<file path="src/rtl/sig_test_sequencer.sv">
// -----------------------------------------------------------------------------
// sig_test_sequencer
// On-chip self-test controller for the microprocessor core. Runs a two-pass
// signature test: each pass pulses the core reset, counts a stimulus value onto
// the core i_pins and folds the scrambled core observables into a 16-bit
// rotate/add signature. Pass A uses SEED_A, pass B uses SEED_B; both results
// are latched and reported.
//
// Ports:
//   clk        in   1  system clock
//   reset      in   1  asynchronous active-low reset
//   start      in   1  one-cycle request, only honoured in IDLE
//   obs        in   8  pre-XOR-reduced core observables
//   dut_reset  out  1  active-high reset to the microprocessor
//   stimulus   out  8  counter driven onto the core i_pins
//   sig_a      out 16  latched pass-A signature
//   sig_b      out 16  latched pass-B signature
//   busy       out  1  high while a test is in progress
//   done       out  1  one-cycle pulse when both signatures are valid
//   pass       out  1  signature comparison result
//
// Optional feature macro: SIG_COMPARE_EN
//   defined   : EXP_A / EXP_B parameters, pass <= (sig_a==EXP_A)&&(sig_b==EXP_B)
//               when DONE is entered; holds until the next start or reset.
//   undefined : no compare logic, pass tied to 0.
// -----------------------------------------------------------------------------
module sig_test_sequencer #(
    parameter logic [7:0]  SEED_A     = 8'hAA,
    parameter logic [7:0]  SEED_B     = 8'hFF,
    parameter int unsigned RST_CYCLES = 4,
    parameter int unsigned RUN_LEN    = 255
`ifdef SIG_COMPARE_EN
    ,
    parameter logic [15:0] EXP_A      = 16'h0000,
    parameter logic [15:0] EXP_B      = 16'h0000
`endif
) (
    input  logic        clk,
    input  logic        reset,
    input  logic        start,
    input  logic [7:0]  obs,
    output logic        dut_reset,
    output logic [7:0]  stimulus,
    output logic [15:0] sig_a,
    output logic [15:0] sig_b,
    output logic        busy,
    output logic        done,
    output logic        pass
);

    typedef enum logic [2:0] {
        ST_IDLE  = 3'd0,
        ST_RST   = 3'd1,
        ST_RUN   = 3'd2,
        ST_LATCH = 3'd3,
        ST_DONE  = 3'd4
    } state_t;

    localparam logic       PASS_A   = 1'b0;
    localparam logic       PASS_B   = 1'b1;
    localparam logic [3:0] RST_LAST = 4'(RST_CYCLES - 1);
    localparam logic [7:0] RUN_LAST = 8'(RUN_LEN);

    // One signature update: 8-bit add of the scrambled observable into the
    // low byte, then rotate the whole word left by one bit.
    function automatic logic [15:0] sig_step(input logic [15:0] acc, input logic [7:0] scr);
        logic [7:0] add;
        add = acc[7:0] + scr;
        return {acc[14:8], add, acc[15]};
    endfunction

    state_t      r_state,     w_state_nxt;
    logic        r_dut_reset, w_dut_reset_nxt;
    logic [7:0]  r_stim,      w_stim_nxt;
    logic [15:0] r_acc,       w_acc_nxt;
    logic [15:0] r_sig_a,     w_sig_a_nxt;
    logic [15:0] r_sig_b,     w_sig_b_nxt;
    logic        r_busy,      w_busy_nxt;
    logic        r_done,      w_done_nxt;
    logic        r_pass_sel,  w_pass_sel_nxt;
    logic [3:0]  r_cnt,       w_cnt_nxt;

    logic [7:0]  w_scr;
    assign w_scr = (r_pass_sel == PASS_B) ? (SEED_B ^ obs) : (SEED_A ^ obs);

`ifdef SIG_COMPARE_EN
    logic r_pass, w_pass_nxt;
    logic w_cmp;
    // r_acc holds the final pass-B signature in the LATCH cycle.
    assign w_cmp = (r_sig_a == EXP_A) && (r_acc == EXP_B);
    assign pass  = r_pass;
`else
    assign pass  = 1'b0;
`endif

    // State register.
    always_ff @(posedge clk or negedge reset) begin
        if (!reset) begin
            r_state <= ST_IDLE;
        end else begin
            r_state <= w_state_nxt;
        end
    end

    // Next-state and next-register values for every sequencer register.
    always_comb begin
        w_state_nxt     = r_state;
        w_dut_reset_nxt = r_dut_reset;
        w_stim_nxt      = r_stim;
        w_acc_nxt       = r_acc;
        w_sig_a_nxt     = r_sig_a;
        w_sig_b_nxt     = r_sig_b;
        w_busy_nxt      = r_busy;
        w_done_nxt      = 1'b0;
        w_pass_sel_nxt  = r_pass_sel;
        w_cnt_nxt       = r_cnt;
`ifdef SIG_COMPARE_EN
        w_pass_nxt      = r_pass;
`endif
        case (r_state)
            ST_IDLE: begin
                if (start) begin
                    w_state_nxt     = ST_RST;
                    w_dut_reset_nxt = 1'b1;
                    w_stim_nxt      = 8'd0;
                    w_acc_nxt       = 16'd0;
                    w_busy_nxt      = 1'b1;
                    w_pass_sel_nxt  = PASS_A;
                    w_cnt_nxt       = 4'd0;
`ifdef SIG_COMPARE_EN
                    w_pass_nxt      = 1'b0;
`endif
                end else begin
                    w_state_nxt     = ST_IDLE;
                end
            end
            ST_RST: begin
                if (r_cnt == RST_LAST) begin
                    w_state_nxt     = ST_RUN;
                    w_dut_reset_nxt = 1'b0;
                end else begin
                    w_cnt_nxt       = r_cnt + 4'd1;
                end
            end
            ST_RUN: begin
                if (r_stim == RUN_LAST) begin
                    w_state_nxt = ST_LATCH;
                    // Pass B's core reset starts in the LATCH cycle, so the
                    // LATCH cycle counts as the first reset cycle of pass B.
                    if (r_pass_sel == PASS_A) begin
                        w_dut_reset_nxt = 1'b1;
                        w_cnt_nxt       = 4'd0;
                    end else begin
                        w_dut_reset_nxt = 1'b0;
                    end
                end else begin
                    w_stim_nxt = r_stim + 8'd1;
                    w_acc_nxt  = sig_step(r_acc, w_scr);
                end
            end
            ST_LATCH: begin
                if (r_pass_sel == PASS_A) begin
                    w_sig_a_nxt    = r_acc;
                    w_pass_sel_nxt = PASS_B;
                    w_stim_nxt     = 8'd0;
                    w_acc_nxt      = 16'd0;
                    if (r_cnt == RST_LAST) begin
                        w_state_nxt     = ST_RUN;
                        w_dut_reset_nxt = 1'b0;
                    end else begin
                        w_state_nxt     = ST_RST;
                        w_cnt_nxt       = r_cnt + 4'd1;
                    end
                end else begin
                    w_sig_b_nxt = r_acc;
                    w_state_nxt = ST_DONE;
                    w_done_nxt  = 1'b1;
                    w_busy_nxt  = 1'b0;
`ifdef SIG_COMPARE_EN
                    w_pass_nxt  = w_cmp;
`endif
                end
            end
            ST_DONE: begin
                w_state_nxt = ST_IDLE;
            end
            default: begin
                w_state_nxt     = ST_IDLE;
                w_dut_reset_nxt = 1'b0;
                w_busy_nxt      = 1'b0;
            end
        endcase
    end

    // Datapath and output registers.
    always_ff @(posedge clk or negedge reset) begin
        if (!reset) begin
            r_dut_reset <= 1'b0;
            r_stim      <= 8'd0;
            r_acc       <= 16'd0;
            r_sig_a     <= 16'd0;
            r_sig_b     <= 16'd0;
            r_busy      <= 1'b0;
            r_done      <= 1'b0;
            r_pass_sel  <= PASS_A;
            r_cnt       <= 4'd0;
`ifdef SIG_COMPARE_EN
            r_pass      <= 1'b0;
`endif
        end else begin
            r_dut_reset <= w_dut_reset_nxt;
            r_stim      <= w_stim_nxt;
            r_acc       <= w_acc_nxt;
            r_sig_a     <= w_sig_a_nxt;
            r_sig_b     <= w_sig_b_nxt;
            r_busy      <= w_busy_nxt;
            r_done      <= w_done_nxt;
            r_pass_sel  <= w_pass_sel_nxt;
            r_cnt       <= w_cnt_nxt;
`ifdef SIG_COMPARE_EN
            r_pass      <= w_pass_nxt;
`endif
        end
    end

    assign dut_reset = r_dut_reset;
    assign stimulus  = r_stim;
    assign sig_a     = r_sig_a;
    assign sig_b     = r_sig_b;
    assign busy      = r_busy;
    assign done      = r_done;

endmodule

</file>
<file path="config.mk">
export PLATFORM = sky130hd
export DESIGN_NAME = sig_test_sequencer
export DESIGN_NICKNAME = d
export VERILOG_FILES = /design/src/rtl/sig_test_sequencer.sv
export SDC_FILE = /design/constraint.sdc
export NUM_CORES = 1
export LEC_CHECK = 0
export BUFFER_PORTS_ARGS = -buffer_cell sky130_fd_sc_hd__buf_2
export CAP_MARGIN = 20
export CORE_MARGIN = 4
export CORE_UTILIZATION = 35
export CTS_CLUSTER_DIAMETER = 150
export CTS_CLUSTER_SIZE = 30
export DETAILED_ROUTE_END_ITERATION = 10
export SLEW_MARGIN = 0
export SYNTH_ARGS = -nofsm -noshare
export SYNTH_HDL_FRONTEND = slang
export SYNTH_SLANG_ARGS = --single-unit
</file>
<file path="constraint.sdc">
create_clock -name clk -period 2.45 [get_ports clk]
set_clock_uncertainty 0.05 [all_clocks]
set_input_delay 0.49 -clock clk [delete_from_list [all_inputs] [get_ports clk]]
set_output_delay 0.49 -clock clk [all_outputs]
set_load 0.02 [all_outputs]
</file>
==> impl_metrics.py <==
metrics = {
    "grt": {
        "overflow": 0,
        "grt_pass1_wl_mm": 11.19,
        "grt_max_degree": 46,
        "grt_usage": 0.1385,
        "antenna_found_initial": 0,
        "grt_pass1_vias": 2240,
    },
    "timing": {
        "finalMaxSlewViolations": 0,
        "slew_headroom": 0.5775,
        "rsz0062_at_grt": "no",
        "finalSetupViolCount": 0,
        "tightest_slew_ps": 629.6,
        "worst_slack_ps": 197.2,
        "clock.fmax_mhz": 443.9,
        "fin_crit_sh": 0.9195,
        "final.setup.tns_ps": 0,
        "min_period_ps": 2253,
        "hold_violations": 0,
    },
    "clocking": {
        "cts_buffers": 9,
        "ctsHtreeMaxLevel": 3,
        "root_buffer": "clkbuf_8",
        "clock_latency_ps": 340,
        "clockBufferDepth": 2,
        "cts_tree": "built",
        "cts_hold_buf": 0,
        "cts.clk_slew.worst_paths_ps": 70,
        "cts_setup_buffers": 0,
        "cts.repair.resized": 0,
        "cts_num_sinks": 67,
    },
    "cells_and_area": {
        "area_delta_synth_final_pct": 20.86,
        "drive_gt1_frac": 0.3604,
        "fillers": 853,
        "fin_nets": 350,
        "final_util": 0.4372,
        "diodes": 0,
        "fin_cells": 441,
    },
    "synthesis": {
        "synth_area_per_cell_um2": 12.02,
        "synth_cell_types": 57,
        "synthTopCellsByArea": "dfrtp_1 (53%), mux2_2 (12%), ha_1 (3.9%)",
        "synth-edff-count": 0,
        "ys.flop_type": "dfrtp_1",
        "post-synth-top-area-cell": "dfrtp_1",
        "yosys-top-cells-count": "dfrtp_1 (67), mux2_2 (33), nand2_1 (15), nor2_1 (15)",
        "yosys_warnings": 0,
        "ys_ff_latch": 67,
        "yosysMostFrequentCell": "dfrtp_1",
        "post_synth_instance_area_um2": 3186,
        "yosysSeqAreaShare": 0.5263,
        "synth_top_cell_area_share": 0.5263,
        "synth_nets": 287,
        "syn_inst": 265,
        "ys_async_sr_fraction": 1.000,
    },
    "floorplanning": {
        "die_w_um": 103.4,
        "rows": 34,
        "dieArea_um2": 10690,
        "die_h_um": 103.4,
        "core_um2": 8806,
        "initial_core_util": 0.3618,
        "pin_count": 55,
    },
    "placement": {
        "place_ws_ps": 190.5,
        "dp_cells": 425,
        "gp_congestion": 0.7935,
        "numPortBuffers": 53,
        "dp_hpwl_mm": 4.851,
    },
    "power_and_ir_drop": {
        "power.leakage_uw": 0.002001,
        "powerDensity_nw_per_um2": 1160,
        "irDropWorstVdd_mv": 0.4463,
    },
    "worst_setup_path": {
        "crit_chain": "xor2_1 -> ha_1 -> inv_1 -> fa_1 -> nor2b_1 -> o31ai_1 -> a2111o_1 -> o211ai_1",
        "cp-end-kind": "register",
        "worst-path-max-fanout": 6,
        "arrival_ps": 2460,
        "critPathSlowestCell": "dfrtp_1",
        "path_buf_inv": 1,
        "path_delay_family": "compound AO/OA/AOI/OAI gates",
        "setup.worst_path.class": "reg -> reg",
        "max_stage_delay_ps": 530,
        "worstPathRequired_ps": 2660,
        "crit_path_start_kind": "register",
    },
    "detailed_routing": {
        "drc": 0,
        "route.vias.total": 2274,
        "drtAntennaViolNets": 0,
        "drt_iter0_drc": 80,
        "detail_route.wl_per_cell_um": 15.66,
        "vias_per_cell": 5.156,
        "drt_wl_total_mm": 6.906,
        "drt_first_pass_iters": 4,
    },
    "min_path": {
        "hold_path.class": "in -> async",
    },
    "outcome": {
        "status": "completed",
    },
    "run": {
        "cap_violations": 0,
    },
}
==> layer usage <==
| layer | GRT usage | vias up | routed length, um | share of wire |
|---|---|---|---|---|
| li1 | - | 1088 | - | - |
| met4 | 0.03884 | 0 | 79 | 0.011 |
| met5 | 0 | - | 0 | 0 |
| met1 | 0.1788 | 1118 | 3203 | 0.46 |
| met2 | 0.2167 | 61 | 3178 | 0.46 |
| met3 | 0.05433 | 7 | 444 | 0.064 |
==> registers in the layout (all words and copies together), names as in the netlist <==
register    count
sig_a          16
stimulus        8
r_acc          16
r_cnt           4
busy            1
sig_b          16
done            1
r_pass_sel      1
r_state         3
dut_reset       1
==> power by group <==
part           leakage [uW]  switching, uW  total, uW  internal, uW
combinational      0.000980            995       1780           786
sequential         0.000908            256       1640          1390
clock              0.000113            412       1040           627
total               0.00200           1660       4460          2800
==> worst paths after layout <==
check	start	end	cells after the start	slack [ps]
setup / recovery	r_pass_sel	r_acc[7]	8	200
hold / removal	reset	done	1	70
setup reg to reg	r_pass_sel	r_acc[7]	8	200
hold reg to reg	sig_b[1]	sig_b[1]	2	440
max in group asynchronous	reset	r_state[2]	2	1660
min in group clk	sig_b[1]	sig_b[1]	2	440
==> cell usage in the layout (no fill, tap or decap), types with 5 or more instances in the layout <==
cell type,instances
nor2_1,15
ha_1,10
mux2_2,33
a21oi_1,6
o21ai_0,12
dfrtp_1,67
xor2_1,6
nand3_1,7
a22o_1,12
clkbuf_8,11
buf_4,9
buf_2,53
nand2_1,15
inv_1,8
o31ai_1,5
==> worst reg2reg max path: stages, from the launching register on <==
cell	delay, ps
dfrtp_1	530
xor2_1	190
ha_1	180
inv_1	50
fa_1	400
nor2b_1	180
o31ai_1	130
a2111o_1	380
o211ai_1	90
==> metrics by stage <==
step / instance area (um2) / hold WS, ps / power (uW)
floorplan: 3186 / 144.4 / 2907
global placement: 3622 / 418.6 / 3437
detailed placement: 3622 / 428.6 / 3462
CTS: 3850 / 60.12 / 4524
global route: 3850 / 73.69 / 4772
finish: 3850 / 65.08 / 4464
==> layout make-up <==
type / instances / area [um2] / share of cell area
Clock buffer: 12 / 155.1 / 0.04030
Timing Repair Buffer: 64 / 372.9 / 0.09685
Inverter: 8 / 30.03 / 0.007800
Sequential cell: 67 / 1677 / 0.4355
Tap cell: 108 / 135.1 / 0.03510
Multi-Input combinational cell: 178 / 1408 / 0.3656
Clock inverter: 4 / 72.57 / 0.01885
==> logic make-up (layout without fill, tap and decap cells) <==
| family | after synthesis | in the layout | synth area share |
|---|---|---|---|
| flops | 67 | 67 | 0.5263 |
| xor+xnor | 8 | 8 | 0.02200 |
| buf+inv | 20 | 88 | 0.03181 |
| simple gates | 60 | 60 | 0.1064 |
| mux | 34 | 34 | 0.1198 |
| other cells | 1 | 1 | 0.001177 |
| fa+ha+maj | 11 | 11 | 0.04556 |
| compound gates | 64 | 64 | 0.1469 |
Power figures use the tool's default switching activity.
